**src/rtl/bus_transfer_arbiter_if.sv**
```systemverilog
// Signal bundle between the transfer arbiter, its requesters and the bus mux / load enables.
// The master modport is the arbiter's side; slave is the requester/bus side.
interface bus_transfer_arbiter_if #(
  parameter int unsigned NREQ = 4,
  parameter int unsigned IDW  = 2
);
  logic [NREQ-1:0]   req;
  logic [5*NREQ-1:0] src_flat;
  logic [5*NREQ-1:0] dst_flat;
  logic [4:0]        bus_sel;
  logic [31:0]       dst_ld;
  logic [NREQ-1:0]   ack;
  logic              err;
  logic              busy;
  logic [IDW-1:0]    owner;

  modport master (
    input  req, src_flat, dst_flat,
    output bus_sel, dst_ld, ack, err, busy, owner
  );

  modport slave (
    output req, src_flat, dst_flat,
    input  bus_sel, dst_ld, ack, err, busy, owner
  );
endinterface

```
**src/rtl/bus_transfer_arbiter.sv**
```systemverilog
// Round-robin sequencer for register-to-register transfers on the shared datapath bus.
// Optional BUS_ARB_SRC_CHECK_EN: illegal source codes raise err instead of loading zero.
module bus_transfer_arbiter #(
  parameter int unsigned NREQ = 4,
  parameter int unsigned IDW  = 2
) (
  input  logic                   clock,
  input  logic                   clear,
  bus_transfer_arbiter_if.master bus
);

  typedef enum logic [1:0] {IDLE, DRIVE, LOAD} state_t;

  state_t          state_q, state_d;
  logic [IDW-1:0]  ptr_q, ptr_d;
  logic [IDW-1:0]  owner_q, owner_d;
  logic [4:0]      src_q, src_d;
  logic [4:0]      dst_q, dst_d;
  logic [4:0]      bus_sel_q, bus_sel_d;
  logic [31:0]     dst_ld_q, dst_ld_d;
  logic [NREQ-1:0] ack_q, ack_d;
  logic            err_q, err_d;
  logic            busy_q, busy_d;

  logic [4:0]      src_arr [NREQ];
  logic [4:0]      dst_arr [NREQ];
  logic [IDW-1:0]  ptr_inc;
  logic [IDW-1:0]  arb_start;
  logic [NREQ-1:0] arb_req;
  logic [IDW-1:0]  cand;
  logic [IDW-1:0]  win_idx;
  logic            win_found;

  // Unpack per-requester source/destination codes.
  for (genvar g = 0; g < NREQ; g++) begin : g_fields
    assign src_arr[g] = bus.src_flat[5*g +: 5];
    assign dst_arr[g] = bus.dst_flat[5*g +: 5];
  end

  assign ptr_inc = (owner_q == IDW'(NREQ - 1)) ? '0 : owner_q + IDW'(1);

  // In LOAD the finishing owner is masked and the search starts just past it.
  always_comb begin
    arb_start = ptr_q;
    arb_req   = bus.req;
    if (state_q == LOAD) begin
      arb_start = ptr_inc;
      arb_req   = bus.req & ~(NREQ'(1) << owner_q);
    end
  end

  // First requesting index at or above arb_start, wrapping around.
  always_comb begin
    cand      = '0;
    win_idx   = '0;
    win_found = 1'b0;
    for (int unsigned i = 0; i < NREQ; i++) begin
      cand = IDW'((32'(arb_start) + i) % NREQ);
      if (!win_found && arb_req[cand]) begin
        win_found = 1'b1;
        win_idx   = cand;
      end
    end
  end

`ifdef BUS_ARB_SRC_CHECK_EN
  logic src_illegal;
  assign src_illegal = (src_q == 5'd0) || (src_q >= 5'd24);
`endif

  always_comb begin
    state_d   = state_q;
    ptr_d     = ptr_q;
    owner_d   = owner_q;
    src_d     = src_q;
    dst_d     = dst_q;
    bus_sel_d = bus_sel_q;
    dst_ld_d  = '0;
    ack_d     = '0;
    err_d     = 1'b0;
    busy_d    = busy_q;
    case (state_q)
      IDLE: begin
        bus_sel_d = '0;
        busy_d    = 1'b0;
        if (win_found) begin
          state_d   = DRIVE;
          owner_d   = win_idx;
          src_d     = src_arr[win_idx];
          dst_d     = dst_arr[win_idx];
          bus_sel_d = src_arr[win_idx];
          busy_d    = 1'b1;
        end
      end
      DRIVE: begin
        state_d  = LOAD;
        ack_d    = NREQ'(1) << owner_q;
        dst_ld_d = 32'd1 << dst_q;
`ifdef BUS_ARB_SRC_CHECK_EN
        if (src_illegal) begin
          dst_ld_d = '0;
          err_d    = 1'b1;
        end
`endif
      end
      LOAD: begin
        ptr_d = ptr_inc;
        if (win_found) begin
          state_d   = DRIVE;
          owner_d   = win_idx;
          src_d     = src_arr[win_idx];
          dst_d     = dst_arr[win_idx];
          bus_sel_d = src_arr[win_idx];
          busy_d    = 1'b1;
        end else begin
          state_d   = IDLE;
          bus_sel_d = '0;
          busy_d    = 1'b0;
        end
      end
      default: begin
        state_d   = IDLE;
        bus_sel_d = '0;
        busy_d    = 1'b0;
      end
    endcase
  end

  always_ff @(posedge clock) begin
    if (clear) begin
      state_q   <= IDLE;
      ptr_q     <= '0;
      owner_q   <= '0;
      src_q     <= '0;
      dst_q     <= '0;
      bus_sel_q <= '0;
      dst_ld_q  <= '0;
      ack_q     <= '0;
      err_q     <= 1'b0;
      busy_q    <= 1'b0;
    end else begin
      state_q   <= state_d;
      ptr_q     <= ptr_d;
      owner_q   <= owner_d;
      src_q     <= src_d;
      dst_q     <= dst_d;
      bus_sel_q <= bus_sel_d;
      dst_ld_q  <= dst_ld_d;
      ack_q     <= ack_d;
      err_q     <= err_d;
      busy_q    <= busy_d;
    end
  end

  assign bus.bus_sel = bus_sel_q;
  assign bus.dst_ld  = dst_ld_q;
  assign bus.ack     = ack_q;
  assign bus.err     = err_q;
  assign bus.busy    = busy_q;
  assign bus.owner   = owner_q;

endmodule

```
**src/flat_wrapper.sv**
```systemverilog
// flat-port wrapper written by rule: the top's interface ports become plain ports
module bus_transfer_arbiter_flat 
#(
  parameter int unsigned NREQ = 4,
  parameter int unsigned IDW  = 2
)
  (clock, clear, bus_req, bus_src_flat, bus_dst_flat, bus_bus_sel, bus_dst_ld, bus_ack, bus_err, bus_busy, bus_owner);
  bus_transfer_arbiter_if #(.NREQ(NREQ), .IDW(IDW)) bus_i ();
  input  logic clock;
  input  logic clear;
  input wire logic [$bits(bus_i.req)-1:0] bus_req;
  input wire logic [$bits(bus_i.src_flat)-1:0] bus_src_flat;
  input wire logic [$bits(bus_i.dst_flat)-1:0] bus_dst_flat;
  output wire logic [$bits(bus_i.bus_sel)-1:0] bus_bus_sel;
  output wire logic [$bits(bus_i.dst_ld)-1:0] bus_dst_ld;
  output wire logic [$bits(bus_i.ack)-1:0] bus_ack;
  output wire logic [$bits(bus_i.err)-1:0] bus_err;
  output wire logic [$bits(bus_i.busy)-1:0] bus_busy;
  output wire logic [$bits(bus_i.owner)-1:0] bus_owner;
  assign bus_i.req = bus_req;
  assign bus_i.src_flat = bus_src_flat;
  assign bus_i.dst_flat = bus_dst_flat;
  assign bus_bus_sel = bus_i.bus_sel;
  assign bus_dst_ld = bus_i.dst_ld;
  assign bus_ack = bus_i.ack;
  assign bus_err = bus_i.err;
  assign bus_busy = bus_i.busy;
  assign bus_owner = bus_i.owner;
  bus_transfer_arbiter #(.NREQ(NREQ), .IDW(IDW)) u_core (.clock(clock), .clear(clear), .bus(bus_i));
endmodule
```
**config.mk**
```make
export PLATFORM = sky130hd
export DESIGN_NAME = bus_transfer_arbiter_flat
export DESIGN_NICKNAME = d
export VERILOG_FILES = /design/src/rtl/bus_transfer_arbiter_if.sv /design/src/rtl/bus_transfer_arbiter.sv /design/src/flat_wrapper.sv
export SDC_FILE = /design/constraint.sdc
export NUM_CORES = 1
export LEC_CHECK = 0
export BUFFER_PORTS_ARGS = -buffer_cell sky130_fd_sc_hd__buf_2
export CAP_MARGIN = 20
export CORE_ASPECT_RATIO = 0.9
export CORE_MARGIN = 8
export CORE_UTILIZATION = 48
export CTS_CLUSTER_SIZE = 20
export DETAILED_ROUTE_END_ITERATION = 16
export GPL_ROUTABILITY_DRIVEN = 1
export PLACE_DENSITY_LB_ADDON = 0.25
export SYNTH_ARGS = -nofsm -noshare
export SYNTH_HDL_FRONTEND = slang
export SYNTH_SLANG_ARGS = --single-unit
```
**constraint.sdc**
```tcl
create_clock -name clock -period 3.2 [get_ports clock]
set_clock_uncertainty 0.15 [all_clocks]
set_input_delay 0.64 -clock clock [delete_from_list [all_inputs] [get_ports clock]]
set_output_delay 0.64 -clock clock [all_outputs]
set_load 0.005 [all_outputs]
```
# Word-level counts from Yosys, hierarchy flattened

Index checks and enable logic that the tools add are counted.

Register bits after elaboration: 53
Word-level logic and storage cells: 69
Output and inout port bits: 45

Bitwise logic cells: 4
Add/sub/neg operators: 4
Reduce and logical (&&, ||, !) cells: 10
Shifts and indexed selects: 2
Muxes and demuxes: 32
Order comparisons: 5
Eq/ne operators: 4

Operators by type and width:

| kind                                                                          | number |
|---|---|
| 1-bit by 5-bit left shift with 32-bit output (first input constant)           | 1 |
| 5-bit 2-to-1 mux                                                              | 5 |
| 5-bit binary-select mux with 2-bit select                                     | 2 |
| 2-bit 2-to-1 mux                                                              | 7 |
| 2-bit by 3-bit less-than comparator with 1-bit output (second input constant) | 4 |
| 1-bit 2-to-1 mux                                                              | 10 |
| 5-bit one-hot mux with 2 select lines                                         | 1 |
| 1-bit binary-select mux with 2-bit select                                     | 4 |
| 2-bit one-hot mux with 3 select lines                                         | 1 |
| 2-bit by 1-bit adder with 2-bit output (second input constant)                | 2 |
| 2-bit adder (second input constant)                                           | 2 |
| 4-bit AND                                                                     | 1 |
| 2-bit == test (second input constant)                                         | 2 |
| 4-bit 2-to-1 mux                                                              | 1 |
| 4-bit inverter                                                                | 1 |
| 2-bit OR reduction                                                            | 2 |
| 1-bit by 2-bit left shift with 4-bit output (first input constant)            | 1 |
| 3-bit >= comparator (second input constant)                                   | 1 |
| 1-bit logical AND                                                             | 3 |
| 1-bit zero test                                                               | 3 |
| 2-bit inverter with 3-bit output                                              | 1 |
| 2-bit by 1-bit == test with 1-bit output (second input constant)              | 1 |
| 2-bit zero test                                                               | 1 |
| 2-bit by 1-bit inequality test with 1-bit output (second input constant)      | 1 |
| 3 further kinds                                                               | 3 |

# Depth between registers and ports, before layout

Word-level depth: 22
Mapped depth: 10
Gate-level depth less buffers: 9

# Worst setup path after synthesis

OpenSTA, ideal clock, no wires.

Path type: register to register
From: register u_core.owner_q[0] (netlist: u_core.bus.owner[0])
To: register u_core.dst_q[0]
Path buffers: 0
Path slack: 899 ps
Arrival: 2083 ps
Period minus slack after synthesis: 2301 ps
Cell stages (with the launch flop): 9
Cells stage by stage: dfxtp_1 inv_1 ha_1 mux2_4 mux2i_1 o22ai_2 nor2_8 mux2_4 o21ai_2

Longest elaborated chain between the ends: 20

Ends and longest elaborated chain:

| what                                                                                            | line                        | text |
|---|---|---|
| start, declared                                                                                 | bus_transfer_arbiter.sv:16  | `logic [IDW-1:0] owner_q, owner_d;` |
| start signal, assigned                                                                          | bus_transfer_arbiter.sv:144 | `owner_q <= owner_d;` |
| parallel branches: the longest is 20 deep, another holds 2-bit by 1-bit adder with 2-bit output | n/a                         |  |
| end signal, assigned                                                                            | bus_transfer_arbiter.sv:146 | `dst_q <= dst_d;` |
| end, declared                                                                                   | bus_transfer_arbiter.sv:18  | `logic [4:0] dst_q, dst_d;` |

Several ways; the timed one is not identified. The select of a mux whose other input is x is not followed.
A chain may end at the register's enable or synchronous reset.

# Worst setup path after layout

From: register u_core.state_q[1]
To: register u_core.bus_sel_q[1] (netlist: u_core.bus.bus_sel[1])

Longest elaborated chain between the ends: 20

Ends and longest elaborated chain:

| what                                                                                            | line                        | text |
|---|---|---|
| start, declared                                                                                 | bus_transfer_arbiter.sv:14  | `state_t state_q, state_d;` |
| start signal, assigned                                                                          | bus_transfer_arbiter.sv:142 | `state_q <= state_d;` |
| parallel branches: the longest is 20 deep, another holds 2-bit by 1-bit adder with 2-bit output | n/a                         |  |
| end signal, assigned                                                                            | bus_transfer_arbiter.sv:147 | `bus_sel_q <= bus_sel_d;` |
| end, declared                                                                                   | bus_transfer_arbiter.sv:19  | `logic [4:0] bus_sel_q, bus_sel_d;` |

Several ways; the timed one is not identified. The select of a mux whose other input is x is not followed.

==> results by group <==
Outcome
  • Outcome: finished, final reports clean

Power
  • Max IR drop VDD: 0.260 mV
  • Pwr dens: 477 nW/µm²
  • Leakage: 1.33 nW
  • Overall Power: 1.34 mW

Global route
  • First-pass GRT wire length: 8300 µm
  • Antenna violations before repair: 0
  • Vias in the first global route: 1827
  • GRT Residual Overflow: 0
  • Largest net degree at the start of global routing: 19
  • Gr usage total: 14.5%

Die
  • Core ar.: 4460 µm²
  • Die area: 7090 µm²
  • Die Wd: 87.9 µm
  • Initial core utilization: 50.1%
  • Die Height: 80.7 µm
  • FP Rows: 23
  • Ports: 91

Synthesis
  • Syn_area_per_cell: 10.2 µm²
  • Top-area cell type share of the netlist area: 47.5%
  • Synth Instances: 219
  • Post-synth cell types: 37
  • Syn_nets: 269
  • Post-synth EDFFs: 0
  • Mapped Area: 2230 µm²
  • Most used DFF post-synth: dfxtp_1
  • Biggest area consumer among synthesized cells: dfxtp_1
  • Post-synthesis register bit count: 53
  • Dominant cells by area after synthesis: dfxtp_1 (48%), mux2i_1 (9.0%), nor2_1 (6.6%), mux2_4 (4.7%), a21bo_2 (3.1%)
  • Synth warnings: 0
  • Sequential share of the synthesized area: 47.5%
  • Most frequent cell after synthesis: dfxtp_1
  • Async set-reset flop share out of synthesis: 0%
  • Synth cell count leaders: dfxtp_1 (53), nor2_1 (39), mux2i_1 (20), nand2_1 (16), nand3_1 (9)

Layout
  • Area Growth Syn to Fin: 25.5%
  • N_diodes: 0
  • Fillers: 385
  • Layout cell share with drive strength beyond 1: 43.3%
  • Final net count: 356
  • Final cell count without fillers: 369

STA
  • RSZ-0062 raised after global routing: false
  • Final Hold Vio Count: 0
  • Tcrit/Tclk final: 83.9%
  • Setup-failing EPs final: 0
  • Min cycle time layout: 2.69 ns
  • Final WS setup: 0.514 ns
  • Setup_tns: 0 ns
  • Slew Viols, Final: 0
  • Hold slack final: 0.305 ns
  • F_max: 0.372 GHz

Worst hold path
  • Hold crit path type: flip-flop to flip-flop
  • Hold Path Stages: 2
  • Hold Path End: u_core.bus.busy
  • HP Start: u_core.bus.busy

Detailed routing
  • Routed len/inst: 13.6 µm
  • Routed via count: 1809
  • # DRC: 0
  • Drt pass-1 iters: 4
  • DRT Wirelength: 5020 µm
  • Drt first-iter violations: 92
  • Post-route ant nets: 0
  • Vias per cell: 4.90

Placement
  • Placed Cells: 361
  • Dpl hpwl: 4020 µm
  • I/O Buffers: 89
  • Dpl ws: 0.505 ns
  • GP Congestion: 0.777

Worst setup path
  • CP arrival: 2.77 ns
  • CP cell instances: nor2b_2, mux2i_1, a21oi_2, o2bb2ai_4, nor3b_1, a21bo_2, o211ai_2
  • R2r worst-path depth: 7
  • Slowest cell on the critical path: nor2b_2
  • CP startpoint: u_core.state_q[1]
  • Terminus of the critical flop-to-flop path: u_core.bus.bus_sel[1]
  • Bufs and invs on worst path: 0
  • Top delay family on crit path: simple AND/OR/NAND/NOR gates
  • Crit-path max cell delay: 0.43 ns
  • R2R Path Start: u_core.state_q[1]
  • CP Capture Type: flip-flop
  • CP required: 3.29 ns
  • Kind of critical path: flip-flop to flip-flop
  • CP Launch Type: flip-flop
  • Reg2reg setup slack: 0.51 ns
  • Max FO, Critical Path: 13

Clock tree
  • Number of clock sinks: 53
  • H-tree depth: 2
  • Hold buffers post-CTS: 0
  • # resized after CTS: 0
  • Clock Pin Slew Worst Setup and Hold Paths: 0.10 ns
  • Setup Fix Bufs, Post-CTS: 0
  • Clk Tree Root Cell: clkbuf_8
  • CTS tree: built
  • CTS max path bufs: 2
  • TritonCTS buffer count: 5
  • Worst skew pair latency: 0.30 ns

Flow run
  • Max-Cap Viols: 0
kinds of logic (layout without fill, tap and decap cells):
kind of cell,Yosys count,in the layout,synth area share (%)
buf+inv,14,102,3.36
other cells,1,1,0.168
simple gates,89,89,19.3
compound gates,31,31,13.7
mux,27,27,13.7
fa+ha+maj,4,4,2.24
flops,53,53,47.5
area by class of cell:
cell class	count	area, µm²	area share (%)
Clock buffer	5	68.8	2.46
Clock inverter	3	25.0	0.893
Inverter	4	15.0	0.536
Multi-Input combinational cell	152	1100	39.3
Sequential cell	53	1060	37.9
Tap cell	62	77.6	2.77
Timing Repair Buffer	90	453	16.2
state kept, by name, summed over array words and instances, names as in the netlist:
signal	count
u_core.bus.owner	2
u_core.bus.bus_sel	5
u_core.ptr_q	2
u_core.dst_q	5
u_core.bus.ack	4
u_core.bus.dst_ld	32
u_core.bus.busy	1
u_core.state_q	2
worst min-delay path: cells and delay by family, from the launching register on:
family           cells  cell delay, ns
and+or+nand+nor      2            0.09
DFF                  1            0.32
how the worst max path moves through the flow:
stage	endpoint	slack, ns	cells after the start
after CTS	u_core.bus.bus_sel[1]	0.48	7
after global routing	u_core.bus.bus_sel[2]	0.24	7
after global placement	u_core.bus.bus_sel[2]	0.54	8
final	u_core.bus.bus_sel[1]	0.51	7
after floorplan	u_core.dst_q[0]	0.90	8
after detailed placement	u_core.bus.bus_sel[1]	0.51	7
routing by layer:
layer	wire (µm)	GRT usage [%]	part of all wire (%)
met1	2390	19.1	48
met3	458	4.59	9.1
met5	0	0	0
met4	47	4.29	0.94
met2	2120	21.9	42
metrics by stage:
stage,util [%],area (µm²)
floorplan,-,2230
global placement,60.7,2710
detailed placement,60.7,2710
CTS,62.8,2800
global route,62.8,2800
finish,62.8,2800
layout by cell type, fill, tap and decap left out, types with 5 or more instances in the layout:
master and n:
nor2_1 39, dfxtp_1 53, and2_1 5, nand3_1 9
clkbuf_8 5, o21ai_0 5, nand2_1 16, mux2_4 7
a21bo_2 7, nand3b_1 5, mux2i_1 20, o211ai_2 5
buf_2 89, o21ai_2 5
where the power goes:
group / internal (mW) / switching, mW
sequential: 0.687 / 0.0215
clock: 0.158 / 0.222
combinational: 0.122 / 0.127
(Power assumes the default switching activity.)
